`config.mk`:
```
export PLATFORM = sky130hd
export DESIGN_NAME = router_ctrl_flat
export DESIGN_NICKNAME = d
export VERILOG_FILES = /design/src/rtl/router_pkg.sv /design/src/rtl/router_if.sv /design/src/rtl/router_timeout.sv /design/src/rtl/router_ctrl.sv /design/src/flat_wrapper.sv
export SDC_FILE = /design/constraint.sdc
export NUM_CORES = 1
export LEC_CHECK = 0
export CAP_MARGIN = 5
export CORE_UTILIZATION = 42
export DETAILED_ROUTE_END_ITERATION = 6
export SLEW_MARGIN = 20
export SYNTH_ARGS = -nofsm -noshare
export SYNTH_HDL_FRONTEND = slang
export SYNTH_HIERARCHICAL = 1
export SYNTH_SLANG_ARGS = --single-unit
```
`constraint.sdc`:
```
create_clock -name clk -period 3.6 [get_ports clk]
set_input_delay 0.72 -clock clk [delete_from_list [all_inputs] [get_ports clk]]
set_output_delay 0.72 -clock clk [all_outputs]
set_load 0.02 [all_outputs]
```
`src/rtl/router_pkg.sv`:
```
// Shared types and constants for the 1x3 router controller.
//   state_e      : controller FSM states
//   NUM_PORTS    : number of output FIFOs
//   ADDR_INVALID : header destination value that is never routed
//   HDR_*        : header field bit positions ([7:2] length, [1:0] destination)
//   dest_onehot  : destination address to one-hot port select (zero for the invalid address)
package router_pkg;

    localparam int unsigned NUM_PORTS    = 3;
    localparam logic [1:0]  ADDR_INVALID = 2'b11;

    localparam int unsigned HDR_LEN_MSB  = 7;
    localparam int unsigned HDR_LEN_LSB  = 2;
    localparam int unsigned HDR_ADDR_MSB = 1;
    localparam int unsigned HDR_ADDR_LSB = 0;

    typedef enum logic [2:0] {
        StIdle,
        StWaitEmpty,
        StHeader,
        StPayload,
        StParity,
        StCheck,
        StDrop
    } state_e;

    function automatic logic [NUM_PORTS-1:0] dest_onehot(input logic [1:0] addr);
        logic [NUM_PORTS-1:0] oh;
        oh = '0;
        if (addr != ADDR_INVALID) begin
            oh[addr] = 1'b1;
        end
        return oh;
    endfunction

endpackage

```
`src/rtl/router_if.sv`:
```
// Source/FIFO-side signal bundle of the router controller.
//   slave  : controller view (takes the source byte stream and FIFO status, drives FIFO writes)
//   master : environment view (source, FIFOs and downstream readers)
interface router_if;
    import router_pkg::*;

    logic                 pkt_valid;
    logic [7:0]           data_in;
    logic                 busy;
    logic                 err;
    logic [7:0]           fifo_din;
    logic [NUM_PORTS-1:0] write_enb;
    logic                 lfd_state;
    logic [NUM_PORTS-1:0] full;
    logic [NUM_PORTS-1:0] empty;
    logic [NUM_PORTS-1:0] read_enb;
    logic [NUM_PORTS-1:0] vld_out;
    logic [NUM_PORTS-1:0] soft_reset;

    modport master (
        output pkt_valid, data_in, full, empty, read_enb,
        input  busy, err, fifo_din, write_enb, lfd_state, vld_out, soft_reset
    );

    modport slave (
        input  pkt_valid, data_in, full, empty, read_enb,
        output busy, err, fifo_din, write_enb, lfd_state, vld_out, soft_reset
    );

endinterface

```
`src/rtl/router_timeout.sv`:
```
// Per-port unread timeout: counts consecutive cycles where the port holds data and is not
// read; on the TIMEOUT-th such cycle it pulses soft_reset_o for one cycle and restarts.
//   clk_i        : clock
//   rst_ni       : asynchronous active-low reset
//   vld_i        : port has data (vld_out)
//   read_enb_i   : downstream read enable
//   soft_reset_o : registered one-cycle soft-reset pulse
module router_timeout #(
    parameter int unsigned TIMEOUT = 30,
    parameter int unsigned CNT_W   = 5
) (
    input  logic clk_i,
    input  logic rst_ni,
    input  logic vld_i,
    input  logic read_enb_i,
    output logic soft_reset_o
);

    localparam logic [CNT_W-1:0] LastCnt = CNT_W'(TIMEOUT - 1);

    logic [CNT_W-1:0] cnt_q, cnt_d;
    logic             srst_q, srst_d;

    always_comb begin
        cnt_d  = '0;
        srst_d = 1'b0;
        if (vld_i && !read_enb_i) begin
            if (cnt_q == LastCnt) begin
                srst_d = 1'b1;
            end else begin
                cnt_d = cnt_q + 1'b1;
            end
        end
    end

    always_ff @(posedge clk_i or negedge rst_ni) begin
        if (!rst_ni) begin
            cnt_q  <= '0;
            srst_q <= 1'b0;
        end else begin
            cnt_q  <= cnt_d;
            srst_q <= srst_d;
        end
    end

    assign soft_reset_o = srst_q;

endmodule

```
`src/rtl/router_ctrl.sv`:
```
// Packet-level controller of the 1x3 router. Decodes the header of each source packet,
// waits for the destination FIFO to drain, then sequences header, payload and parity
// writes into it while accumulating and checking parity. Also produces per-port valid
// flags and unread-timeout soft resets.
//   clk, resetn : clock and asynchronous active-low reset
//   bus (slave) : pkt_valid/data_in/busy source handshake, err pulse, fifo_din/write_enb/
//                 lfd_state FIFO writes, full/empty/read_enb status, vld_out, soft_reset
module router_ctrl
    import router_pkg::*;
#(
    parameter int unsigned TIMEOUT = 30,
    parameter int unsigned CNT_W   = 5
) (
    input  logic     clk,
    input  logic     resetn,
    router_if.slave  bus
);

    state_e               state_q, state_d;
    logic [7:0]           hdr_q, hdr_d;
    logic [7:0]           parity_q, parity_d;
    // Remaining payload bytes in PAYLOAD; remaining bytes including parity in DROP.
    logic [6:0]           cnt_q, cnt_d;
    logic                 mismatch_q, mismatch_d;

    logic                 busy;
    logic                 accept;
    logic [NUM_PORTS-1:0] dest_oh;
    logic                 dest_full, dest_empty, dest_srst;
    logic [6:0]           len_in, len_hdr_plus1;
    logic [NUM_PORTS-1:0] soft_reset;

    assign dest_oh    = dest_onehot(hdr_q[HDR_ADDR_MSB:HDR_ADDR_LSB]);
    assign dest_full  = |(bus.full & dest_oh);
    assign dest_empty = |(bus.empty & dest_oh);
    assign dest_srst  = |(soft_reset & dest_oh);
    assign accept     = bus.pkt_valid & ~busy;

    assign len_in        = {1'b0, bus.data_in[HDR_LEN_MSB:HDR_LEN_LSB]};
    assign len_hdr_plus1 = {1'b0, hdr_q[HDR_LEN_MSB:HDR_LEN_LSB]} + 7'd1;

    always_comb begin
        state_d       = state_q;
        hdr_d         = hdr_q;
        parity_d      = parity_q;
        cnt_d         = cnt_q;
        mismatch_d    = mismatch_q;
        busy          = 1'b0;
        bus.write_enb = '0;
        bus.lfd_state = 1'b0;
        bus.fifo_din  = bus.data_in;

        unique case (state_q)
            StIdle: begin
                if (accept && bus.data_in[HDR_ADDR_MSB:HDR_ADDR_LSB] != ADDR_INVALID) begin
                    hdr_d    = bus.data_in;
                    parity_d = bus.data_in;
                    cnt_d    = len_in;
                    state_d  = StWaitEmpty;
                end
            end

            StWaitEmpty: begin
                busy = 1'b1;
                if (dest_srst) begin
                    cnt_d   = len_hdr_plus1;
                    state_d = StDrop;
                end else if (dest_empty) begin
                    state_d = StHeader;
                end
            end

            StHeader: begin
                busy          = 1'b1;
                bus.write_enb = dest_oh;
                bus.lfd_state = 1'b1;
                bus.fifo_din  = hdr_q;
                if (dest_srst) begin
                    cnt_d   = len_hdr_plus1;
                    state_d = StDrop;
                end else if (cnt_q == '0) begin
                    state_d = StParity;
                end else begin
                    state_d = StPayload;
                end
            end

            StPayload: begin
                busy = dest_full;
                if (accept) begin
                    bus.write_enb = dest_oh;
                    parity_d      = parity_q ^ bus.data_in;
                    cnt_d         = cnt_q - 7'd1;
                end
                if (dest_srst) begin
                    // Bytes still owed by the source: unread payload plus parity.
                    cnt_d   = accept ? cnt_q : cnt_q + 7'd1;
                    state_d = StDrop;
                end else if (accept && cnt_q == 7'd1) begin
                    state_d = StParity;
                end
            end

            StParity: begin
                busy = dest_full;
                if (accept) begin
                    bus.write_enb = dest_oh;
                    mismatch_d    = (bus.data_in != parity_q);
                end
                if (dest_srst) begin
                    // Parity already consumed means nothing is left to discard.
                    cnt_d   = 7'd1;
                    state_d = accept ? StIdle : StDrop;
                end else if (accept) begin
                    state_d = StCheck;
                end
            end

            StCheck: begin
                busy    = 1'b1;
                state_d = StIdle;
            end

            StDrop: begin
                if (cnt_q == '0) begin
                    state_d = StIdle;
                end else if (accept) begin
                    cnt_d = cnt_q - 7'd1;
                    if (cnt_q == 7'd1) begin
                        state_d = StIdle;
                    end
                end
            end

            default: state_d = StIdle;
        endcase
    end

    always_ff @(posedge clk or negedge resetn) begin
        if (!resetn) begin
            state_q    <= StIdle;
            hdr_q      <= '0;
            parity_q   <= '0;
            cnt_q      <= '0;
            mismatch_q <= 1'b0;
        end else begin
            state_q    <= state_d;
            hdr_q      <= hdr_d;
            parity_q   <= parity_d;
            cnt_q      <= cnt_d;
            mismatch_q <= mismatch_d;
        end
    end

    assign bus.busy    = busy;
    assign bus.err     = (state_q == StCheck) && mismatch_q;
    assign bus.vld_out = ~bus.empty;

    for (genvar i = 0; i < NUM_PORTS; i++) begin : g_timeout
        router_timeout #(
            .TIMEOUT (TIMEOUT),
            .CNT_W   (CNT_W)
        ) u_timeout (
            .clk_i        (clk),
            .rst_ni       (resetn),
            .vld_i        (bus.vld_out[i]),
            .read_enb_i   (bus.read_enb[i]),
            .soft_reset_o (soft_reset[i])
        );
    end

    assign bus.soft_reset = soft_reset;

endmodule

```
`src/flat_wrapper.sv`:
```
// flat-port wrapper written by rule: the top's interface ports become plain ports
module router_ctrl_flat import router_pkg::*;
#(
    parameter int unsigned TIMEOUT = 30,
    parameter int unsigned CNT_W   = 5
)
  (clk, resetn, bus_pkt_valid, bus_data_in, bus_full, bus_empty, bus_read_enb, bus_busy, bus_err, bus_fifo_din, bus_write_enb, bus_lfd_state, bus_vld_out, bus_soft_reset);
  router_if bus_i ();
  input  logic clk;
  input  logic resetn;
  input wire logic [$bits(bus_i.pkt_valid)-1:0] bus_pkt_valid;
  input wire logic [$bits(bus_i.data_in)-1:0] bus_data_in;
  input wire logic [$bits(bus_i.full)-1:0] bus_full;
  input wire logic [$bits(bus_i.empty)-1:0] bus_empty;
  input wire logic [$bits(bus_i.read_enb)-1:0] bus_read_enb;
  output wire logic [$bits(bus_i.busy)-1:0] bus_busy;
  output wire logic [$bits(bus_i.err)-1:0] bus_err;
  output wire logic [$bits(bus_i.fifo_din)-1:0] bus_fifo_din;
  output wire logic [$bits(bus_i.write_enb)-1:0] bus_write_enb;
  output wire logic [$bits(bus_i.lfd_state)-1:0] bus_lfd_state;
  output wire logic [$bits(bus_i.vld_out)-1:0] bus_vld_out;
  output wire logic [$bits(bus_i.soft_reset)-1:0] bus_soft_reset;
  assign bus_i.pkt_valid = bus_pkt_valid;
  assign bus_i.data_in = bus_data_in;
  assign bus_i.full = bus_full;
  assign bus_i.empty = bus_empty;
  assign bus_i.read_enb = bus_read_enb;
  assign bus_busy = bus_i.busy;
  assign bus_err = bus_i.err;
  assign bus_fifo_din = bus_i.fifo_din;
  assign bus_write_enb = bus_i.write_enb;
  assign bus_lfd_state = bus_i.lfd_state;
  assign bus_vld_out = bus_i.vld_out;
  assign bus_soft_reset = bus_i.soft_reset;
  router_ctrl #(.TIMEOUT(TIMEOUT), .CNT_W(CNT_W)) u_core (.clk(clk), .resetn(resetn), .bus(bus_i));
endmodule
```
Word-level counts from Yosys, hierarchy flattened
Cells that the tools add are included.

Flip-flop bits (word level): 45. Output and inout bits: 20. Bits of input ports: 20.

Eq/ne operators: 24. Add/subtract/negate cells: 6. Mux-type cells: 45. Bitwise operators: 7. Order comparisons: 2. Reductions and logical operators: 25.

Operator list (count): $mux 7 (7); $mux 3 (15); $pmux 7 s5 (1); $mux 5 (6); $mux 8 (3); $pmux 3 s6 (1); $pmux 8 s2 (1); $add 5x1->5 const B (3); $eq 5x5->1 const B (3); $ne 3x1->1 const B (5); $reduce_and 6->1 (2); $reduce_or 3->1 (4); $and 3x3->3 (3); $eq 3x3->1 const B (3); $mux 1 (8); $ne 2x1->1 const B (4); $ne 8x8->1 (1); $xor 8x8->8 (1); $add 6x1->7 const B (1); $add 7x1->7 const B (1); $eq 7x1->1 const B (1); $logic_and 1x1->1 (7); $logic_not 7->1 (1); $sub 7x1->7 const B (1); other kinds (19) (26).

Depth between registers and ports, before layout
Gate-level depths: netlist of run 1.

Depth after elaboration: 14. Gate-level depth with buffers: 10.

Hierarchy
The synthesis of run 1 kept the hierarchy.

By module, submodules not included: router_ctrl (area an instance 2408.6 um^2, cells an instance 286, times used 1); router_timeout (area an instance 255.2 um^2, cells an instance 22, times used 3).

Worst setup path before layout of run 1
Ideal clock, no wire load.

Kind: input port to output port. From: in bus_full[0]. To: out bus_write_enb[1]. Data arrival time: 1.860 ns. Stages on the path: 5. Slack: 1.020 ns. Path buffers: 0. Path through: mux2i_4 -> o211ai_2 -> nor2b_1 -> a21oi_1 -> nor3b_1.

Longest elaborated chain between the ends: 7.

RTL lines: from (decl) (line flat_wrapper.sv:13) `input wire logic [$bits(bus_i.full)-1:0] bus_full;`; $and 3x3->3 (line router_ctrl.sv:34) `assign dest_full = |(bus.full & dest_oh);`; $reduce_or 3->1 (line router_ctrl.sv:34); $pmux 1 s2 (line router_ctrl.sv:53) `unique case (state_q)`; $not 1->1 (line router_ctrl.sv:37) `assign accept = bus.pkt_valid & ~busy;`; $and 1x1->1 (line router_ctrl.sv:37); $mux 3 (line router_ctrl.sv:90, router_ctrl.sv:106); $pmux 3 s2 (line router_ctrl.sv:53); to (decl) (line flat_wrapper.sv:19) `output wire logic [$bits(bus_i.write_enb)-1:0] bus_write_enb;`.

No other way between the ends.

Final worst setup path of run 1
Same ends and word-level chain as after synthesis.

==> run metrics, run 1 <==
xor/xnor cell area share of the yosys netlist 0.06898; CTS H-tree depth 2; clock tree from TritonCTS built; combined area of all synthesized cells 3174 sq um; slew margin rel. 0.3968; most used cells in the layout excluding fill and tap cells dfrtp_1, clkdlybuf4s50_1, nor2_1; Critical Path Start bus_full[0]; kind of cell adding the most delay to the critical path buffers and inverters; ordered cell list for the critical path clkdlybuf4s50_1 -> mux2i_4 -> o211ai_2 -> nor2b_1 -> a21oi_1 -> nor3b_1 -> clkdlybuf4s50_1; vias after detailed routing 2786; I/O Buffers 39; unrepaired setup endpoints after global routing false; setup clock skew after layout 9.104 ps; area of the core 7292 sq um; grt ovf 0; Worst setup SP type primary input; total number of clock tree sinks 45; sequential cell area fraction in the yosys report 0.3547; commonest non-fill, non-tap cell in the layout dfrtp_1; cell at the slowest stage of the critical path clkdlybuf4s50_1; via count of the first global-routing pass 2611; Final Max Slew Viols 0; DR DRC count 0; post-synthesis mux area share 0.08317; area of the die 7909 sq um; crit share post-route 0.9531; source of the worst hold timing path u_core/g_timeout[2].u_timeout/cnt_q[0]; ANT nets after route 0; Area growth, synth to finish 20.22%; Hold Crit Class reg2reg; peak fanout along the critical path 7; wire length of the first global-routing pass 12.89 mm; Final Hold Violating Endpoints 0; hold_buf cts 0; clock buffer depth 2; CTS resizes 0; minimum clock period 3431 ps; initial standard-cell utilization of the core 0.4353; distinct cell type count after synthesis 59; Post-Route WL 7.744 mm; total negative setup slack 0 ps; number of primary I/O pins 40; number of rows in the core area 31; Max Clk Rate 291.5 MHz; static power due to leakage 1.497 nW; WP data arrival 2710 ps; Worst-Margin Slew 904.7 ps; number of nets at the end of the flow 423; Peak VDD IR 0.2603 mV; routability cong. 0.8390; share of the synthesized area in compound gates (AO/OA/AOI/OAI) 0.2243; number of clock buffers inserted by TritonCTS 5; number of maximum-capacitance constraint violations 0; source of the worst register-to-register timing path u_core/hdr_q[1]; dominant combinational cell family by area after synthesis compound AO/OA/AOI/OAI gates; number of enable flip-flop cells after synthesis 0; Yosys Warn Count 6; status completed; Gate Count Post-Synth 352; cell area after layout 3816 sq um; area post-placement 3696 sq um; post-synthesis adder-cell area fraction 0.04651; Hold Slack 493.6 ps; number of buffer and inverter instances along the worst setup path 2; post-CTS clock slew at the launch and capture registers of the worst setup and hold paths 90 ps; Worst Setup End Kind output pin; buffers inserted during post-CTS setup optimization 0; share of flip-flops with an asynchronous set or reset 1.000; net count after synthesis 383; antenna violations before repair 0; predominant post-synthesis flop cell dfrtp_1; WL per Instance 15.74 microns; x dimension of the die 88.94 microns; DRT iter0 DRCs 190; Clk Latency, worst-skew pair 310 ps; power density relative to cell area 747.2 nW/um^2; Chip Height 88.94 microns; worst stage delay on the critical path 630 ps; first drt pass iteration count 4; cell mode on critical path clkdlybuf4s50_1; synthesized area divided by synthesized cell count 9.018 sq um; flops & latches, synth 45; synthesized-area fraction occupied by and/or/nand/nor cells 0.1774; CTS Root Cell clkbuf_8; antenna cell count 0; final-report setup violation count 0; DP Wirelength 5.662 mm; fraction of layout cells with a size suffix above 1 0.1374; largest net degree at the start of global routing 39; number of vias per cell after detailed routing 5.663; total global-route track usage 0.2132; path type of the worst setup path in2out; Worst Path Required 2880 ps
## where the power goes
part           internal [mW]  switching (mW)
combinational          0.697           0.820
clock                  0.226           0.188
sequential             0.657           0.263
## worst reg2reg max path: cells and delay by family, from the launching register on
kind / cells / cell delay, ps
compound gates: 4 / 1130
flops: 1 / 600
mux: 2 / 720
## final timing paths
kind / to / slack, ps / cells past startpoint
setup / recovery: bus_write_enb[1] / 170 / 7
hold / removal: u_core/g_timeout[2].u_timeout/cnt_q[0] / 490 / 1
setup reg to reg: u_core/state_q[2] / 1040 / 6
hold reg to reg: u_core/g_timeout[2].u_timeout/cnt_q[0] / 490 / 1
max in group asynchronous: u_core/g_timeout[1].u_timeout/cnt_q[4] / 2430 / 2
min in group asynchronous: u_core/cnt_q[1] / 530 / 1
## metal layers
metal / vias up / routed length, microns / GRT usage
met5: - / 0 / 0
met1: 1348 / 3716 / 0.2935
met3: 6 / 310 / 0.03232
met4: 0 / 79 / 0.06061
met2: 58 / 3637 / 0.3503
li1: 1374 / - / -
## sequential cells by signal (all words and copies together), names as in the netlist
| signal | count |
|---|---|
| u_core/state_q | 3 |
| u_core/cnt_q | 7 |
| u_core/hdr_q | 8 |
| u_core/g_timeout.u_timeout/cnt_q | 15 |
| u_core/mismatch_q | 1 |
| u_core/g_timeout.u_timeout/soft_reset_o | 3 |
| u_core/parity_q | 8 |
## logic make-up after synthesis
family                   after synthesis
AND/OR/NAND/NOR                      110
XOR/XNOR                              25
multiplexers                          23
buffers and inverters                 32
adder cells (fa/ha/maj)               12
flip-flops                            45
AO/OA/AOI/OAI                        105
## cells in the mapped netlist, types with 3 or more instances
cell / number / area, sq um
nor2_1: 30 / 112.6
inv_1: 11 / 41.29
a21oi_1: 29 / 145.1
and3_1: 4 / 25.02
dfrtp_1: 45 / 1126
a31oi_1: 7 / 43.79
xnor2_1: 15 / 131.4
nor3_1: 7 / 35.03
nand2_1: 17 / 63.81
nand4_1: 6 / 37.54
o31ai_1: 3 / 22.52
mux2_2: 16 / 180.2
ha_1: 11 / 137.6
o22ai_1: 4 / 25.02
buf_2: 12 / 60.06
clkbuf_1: 6 / 22.52
mux2i_1: 5 / 50.05
o21ai_0: 28 / 140.1
xor2_1: 10 / 87.58
nor2b_1: 5 / 31.28
nor3b_1: 7 / 52.55
nand3_1: 23 / 115.1
nand3b_1: 7 / 52.55
o221ai_1: 3 / 26.28
o21ai_1: 3 / 15.01
## through the flow
stage          setup WS [ps]  utilization  std cells  total power, mW
2_1_floorplan           1020            -        352            2.003
3_3_place_gp           250.8       0.5069        484            2.411
3_5_place_dp           161.3       0.5069        484            2.429
4_1_cts                149.5       0.5233        492            2.855
5_1_grt                43.31       0.5233        492            3.068
6_report               169.0       0.5233        492            2.851
## area by class of cell
type,instances,area (sq um)
Clock inverter,2,37.54
Timing Repair Buffer,53,490.5
Sequential cell,45,1126
Multi-Input combinational cell,275,1911
Clock buffer,6,82.58
Tap cell,99,123.9
Fill cell,723,3476
Inverter,12,45.04
No activity file was read; power rests on OpenSTA's default activity.
==> inputs of run 2 (changes only) <==
--- a/config.mk
+++ b/config.mk
@@ -6,7 +6,9 @@
 export NUM_CORES = 1
 export LEC_CHECK = 0
 export CAP_MARGIN = 5
+export CORE_ASPECT_RATIO = 1.4
 export CORE_UTILIZATION = 42
+export CTS_CLUSTER_SIZE = 28
 export DETAILED_ROUTE_END_ITERATION = 6
 export SLEW_MARGIN = 20
 export SYNTH_ARGS = -nofsm -noshare
==> run metrics, run 2 (synthesis gave the netlist of run 1 again) <==
status completed; setup clock skew after layout 5.497 ps; number of clock buffers inserted by TritonCTS 5; vias after detailed routing 2816; commonest non-fill, non-tap cell in the layout dfrtp_1; Final Hold Violating Endpoints 0; buffers inserted during post-CTS setup optimization 0; routability cong. 0.8605; Worst Path Required 2880 ps; antenna cell count 0; Critical Path Start bus_full[0]; total number of clock tree sinks 45; Final Max Slew Viols 0; Chip Height 104.9 microns; largest net degree at the start of global routing 46; worst stage delay on the critical path 630 ps; peak fanout along the critical path 4; Post-Route WL 7.674 mm; via count of the first global-routing pass 2691; area of the core 7315 sq um; path type of the worst setup path in2out; number of rows in the core area 37; Top reg by flops u_core/g_timeout.u_timeout/cnt_q; clock buffer depth 2; Worst Setup End Kind output pin; ANT nets after route 0; Peak VDD IR 0.2945 mV; largest registers u_core/g_timeout.u_timeout/cnt_q: 15 flops, u_core/hdr_q: 8 flops, u_core/parity_q: 8 flops; power density relative to cell area 733.8 nW/um^2; number of vias per cell after detailed routing 5.770; grt ovf 0; wire length of the first global-routing pass 12.77 mm; number of nets at the end of the flow 421; Max Clk Rate 301.6 MHz; I/O Buffers 39; DR DRC count 0; source of the worst register-to-register timing path u_core/state_q[0]; initial standard-cell utilization of the core 0.4340; number of maximum-capacitance constraint violations 0; DP Wirelength 5.699 mm; minimum clock period 3316 ps; area of the die 7915 sq um; total global-route track usage 0.2071; number of primary I/O pins 40; fraction of layout cells with a size suffix above 1 0.1330; CTS Root Cell clkbuf_8; final-report setup violation count 0; Clk Latency, worst-skew pair 290 ps; antenna violations before repair 0; fraction of the core area covered by cells at the end of the flow 0.5176; depth of the most critical reg-to-reg path 6; post-CTS clock slew at the launch and capture registers of the worst setup and hold paths 90 ps; unrepaired setup endpoints after global routing false; count of fill cells added during filler insertion 724; CTS H-tree depth 2; crit share post-route 0.9211; WL per Instance 15.73 microns; cell mode on critical path clkdlybuf4s50_1; Worst setup SP type primary input; cell at the slowest stage of the critical path clkdlybuf4s50_1; number of flip-flops in the largest register 15; ordered cell list for the critical path clkdlybuf4s50_1 -> mux2i_4 -> o211ai_2 -> nor2b_1 -> a21oi_1 -> nor3b_1 -> clkdlybuf4s50_1; WP data arrival 2600 ps; static power due to leakage 1.486 nW; hold_buf cts 0; x dimension of the die 75.48 microns; first drt pass iteration count 4; most used cells in the layout excluding fill and tap cells dfrtp_1, clkdlybuf4s50_1, nor2_1; clock tree from TritonCTS built; total negative setup slack 0 ps; slew margin rel. 0.5898; DRT iter0 DRCs 211; Worst-Margin Slew 614.0 ps; Area growth, synth to finish 19.27%; CTS resizes 0; Hold Crit Class in2async
## run 2: where the power goes
group	total (mW)	switching (mW)	leakage [nW]	internal, mW
Combinational	1.49	0.799	0.859	0.694
Clock	0.355	0.177	0.0549	0.178
Sequential	0.931	0.274	0.572	0.657
## run 2: layer usage
layer	wire (microns)	track usage	share of wire
met2	3985	0.3552	0.52
met5	0	0	0
met3	307	0.03086	0.040
met4	163	0.06878	0.021
met1	3218	0.2579	0.42
## run 2: cell type report
| class | instances | area [sq um] | share of cell area |
|---|---|---|---|
| multi-input cells | 275 | 1911 | 0.5046 |
| flip-flops and latches | 45 | 1126 | 0.2974 |
| repair buffers | 51 | 478.0 | 0.1262 |
| well taps | 97 | 121.4 | 0.03206 |
| clock buffers | 7 | 96.34 | 0.02545 |
| inverters | 12 | 45.04 | 0.01190 |
| clock inverters | 1 | 8.758 | 0.002313 |
## run 2: worst max-delay path: cells and delay by family
family | cells | cell delay, ps
and+or+nand+nor | 2 | 390
AOI/OAI and AO/OA | 2 | 210
muxes | 1 | 210
buffers and inverters | 2 | 1070
## run 2: worst paths after layout
path | slack, ps | end
max reg2reg | 930 | u_core/state_q[2]
min | 420 | u_core/state_q[2]
min reg2reg | 500 | u_core/g_timeout[2].u_timeout/cnt_q[0]
min in group clk | 500 | u_core/g_timeout[2].u_timeout/cnt_q[0]
max | 280 | bus_write_enb[1]
max in group asynchronous | 2780 | u_core/g_timeout[2].u_timeout/cnt_q[2]
## run 2: through the flow
step / setup slack (ps) / power, mW / hold slack (ps) / cell area (sq um) / std cells
6_report: 283.9 / 2.778 / 415.5 / 3786 / 488
5_1_grt: 154.4 / 2.995 / 465.4 / 3786 / 488
4_1_cts: 267.6 / 2.791 / 505.9 / 3784 / 488
3_5_place_dp: 278.2 / 2.425 / 493.2 / 3679 / 480
3_3_place_gp: 321.5 / 2.406 / 479.0 / 3679 / 480
2_1_floorplan: 1020 / 2.003 / 424.4 / 3174 / 352
==> inputs of run 3 (changes only) <==
--- a/config.mk
+++ b/config.mk
@@ -13,5 +13,4 @@
 export SLEW_MARGIN = 20
 export SYNTH_ARGS = -nofsm -noshare
 export SYNTH_HDL_FRONTEND = slang
-export SYNTH_HIERARCHICAL = 1
 export SYNTH_SLANG_ARGS = --single-unit
==> constraint.sdc (replaced) <==
create_clock -name clk -period 3.6 [get_ports clk]
set_input_delay 0.72 -clock clk [delete_from_list [all_inputs] [get_ports clk]]
set_output_delay 0.72 -clock clk [all_outputs]
set_load 0.1 [all_outputs]
==> run metrics, run 3 <==
status completed; CTS H-tree depth 2; Top reg by flops u_core.g_timeout.u_timeout.cnt_q; area of the die 8042 sq um; clock buffer depth 2; Final Hold Violating Endpoints 0; fraction of layout cells with a size suffix above 1 0.1896; number of flip-flops in the largest register 15; minimum clock period 3319 ps; largest registers u_core.g_timeout.u_timeout.cnt_q: 15 flops, u_core.hdr_q: 8 flops, u_core.parity_q: 8 flops; CTS Root Cell clkbuf_8; number of nets at the end of the flow 415; DRT iter0 DRCs 154; number of rows in the core area 37; vias after detailed routing 2726; Final Power 3.271 mW; number of maximum-capacitance constraint violations 0; unrepaired setup endpoints after global routing false; Hold Crit Class in2async; Final Max Slew Viols 0; buffers inserted during post-CTS setup optimization 0; hold_buf cts 0; number of primary I/O pins 40; clock tree from TritonCTS built; DP Wirelength 5.887 mm; biggest area consumer among synthesized cells dfrtp_1; ANT nets after route 0; sequential cell area fraction in the yosys report 0.3490; area of the core 7407 sq um; I/O Buffers 39; share of flip-flops with an asynchronous set or reset 1.000; combined area of all synthesized cells 3227 sq um; crit share post-route 0.9221; predominant post-synthesis flop cell dfrtp_1; peak fanout along the critical path 5; via count of the first global-routing pass 2607; slew margin rel. 0.3432; Gate Count Post-Synth 352; total global-route track usage 0.2029; cell area after layout 3781 sq um; area fraction of the dominant cell type after synthesis 0.3490; area post-placement 3661 sq um; net count after synthesis 383; Worst-Margin Slew 982.2 ps; DR DRC count 0; number of clock buffers inserted by TritonCTS 5; CTS resizes 0; wire length of the first global-routing pass 12.87 mm; WL per Instance 16.27 microns; Area growth, synth to finish 17.18%; most frequent cells after synthesis dfrtp_1, nor2_1, a21oi_1; largest net degree at the start of global routing 24; commonest non-fill, non-tap cell in the layout dfrtp_1; Worst setup SP type primary input; Clk Latency, worst-skew pair 310 ps; antenna cell count 0; Worst Setup End Kind output pin; fraction of the core area covered by cells at the end of the flow 0.5105; Peak VDD IR 0.4402 mV; Max Clk Rate 301.3 MHz; setup clock skew after layout 6.351 ps; flops & latches, synth 45; WP data arrival 2600 ps; Chip Height 105.7 microns; distinct cell type count after synthesis 66; antenna violations before repair 0; static power due to leakage 1.586 nW; power density relative to cell area 865.0 nW/um^2; synthesized area divided by synthesized cell count 9.167 sq um; number of vias per cell after detailed routing 5.656; dominant cells by area after synthesis dfrtp_1, mux2_2, nor2_1; post-CTS clock slew at the launch and capture registers of the worst setup and hold paths 80 ps; total number of clock tree sinks 45; most used cells in the layout excluding fill and tap cells dfrtp_1, nor2_1, a21oi_1; x dimension of the die 76.08 microns; first drt pass iteration count 4; initial standard-cell utilization of the core 0.4356; grt ovf 0; final-report setup violation count 0; number of enable flip-flop cells after synthesis 0; Yosys Warn Count 0; routability cong. 0.7876; path type of the worst setup path in2out; Worst Path Required 2880 ps; Post-Route WL 7.841 mm; library cell with the highest instance count after synthesis dfrtp_1
## run 3: cell types whose count changed after synthesis, moves of 7 or more
cell / before / now
buf_4: 0 / 7
nand3_1: 23 / 15
nor2_1: 30 / 42
nor3_1: 7 / 14
o21a_1: 2 / 10
o21ai_0: 28 / 13
## run 3: final cells by class
cell class / count / area (sq um)
clock inverters: 2 / 37.54
clock buffers: 6 / 82.58
flip-flops and latches: 45 / 1126
repair buffers: 46 / 445.4
multi-input cells: 274 / 1923
fillers: 713 / 3626
well taps: 97 / 121.4
inverters: 12 / 45.04
## run 3: path summary, 6_finish.rpt
check / from / end / slack (ps) / depth (start not counted)
max: bus_full[0] / bus_write_enb[2] / 280 / 7
min: resetn / u_core.g_timeout[0].u_timeout.cnt_q[3] / 390 / 1
max reg2reg: u_core.hdr_q[0] / u_core.cnt_q[5] / 1410 / 7
min reg2reg: u_core.g_timeout[0].u_timeout.cnt_q[0] / u_core.g_timeout[0].u_timeout.cnt_q[0] / 490 / 1
max in group asynchronous: resetn / u_core.parity_q[4] / 2500 / 2
min in group clk: u_core.g_timeout[0].u_timeout.cnt_q[0] / u_core.g_timeout[0].u_timeout.cnt_q[0] / 490 / 1
## run 3: report_power, final
part           switching, mW  internal (mW)  leakage, nW  total, mW
clock network          0.183          0.226       0.0574      0.409
registers              0.218          0.654        0.585      0.872
logic                   1.24          0.747        0.944       1.99
## run 3: logic make-up after synthesis
logic type	after synthesis	synth area share
muxes	21	0.07406
buffers and inverters	33	0.05661
and+or+nand+nor	120	0.1850
DFF	45	0.3490
AOI/OAI and AO/OA	97	0.2249
adders and majority gates	11	0.04265
xor gates and xnor gates	25	0.06786
## run 3: critical path, cell delays in order
cell	delay, ps
clkdlybuf4s50_1	410
mux2i_2	330
o211ai_1	210
nor2_1	240
nor2_1	120
nor3_1	330
buf_12	230
## run 3: metrics by stage
step                      hold WS (ps)  worst slack [ps]  instances  TNS, ps
after CTS                        396.3             272.8        482        0
after global routing             413.5             166.6        482        0
after detailed placement         485.2             295.3        474        0
after floorplan                  424.4            -655.4        352    -1311
after global placement           482.8             371.5        474        0
final                            386.8             280.5        482        0
## run 3: metal layers
metal	vias up	wire (microns)	GRT usage
met5	-	0	0
met4	0	151	0.08654
met3	8	238	0.02771
met2	56	3974	0.3662
met1	1314	3478	0.2388
li1	1348	-	-
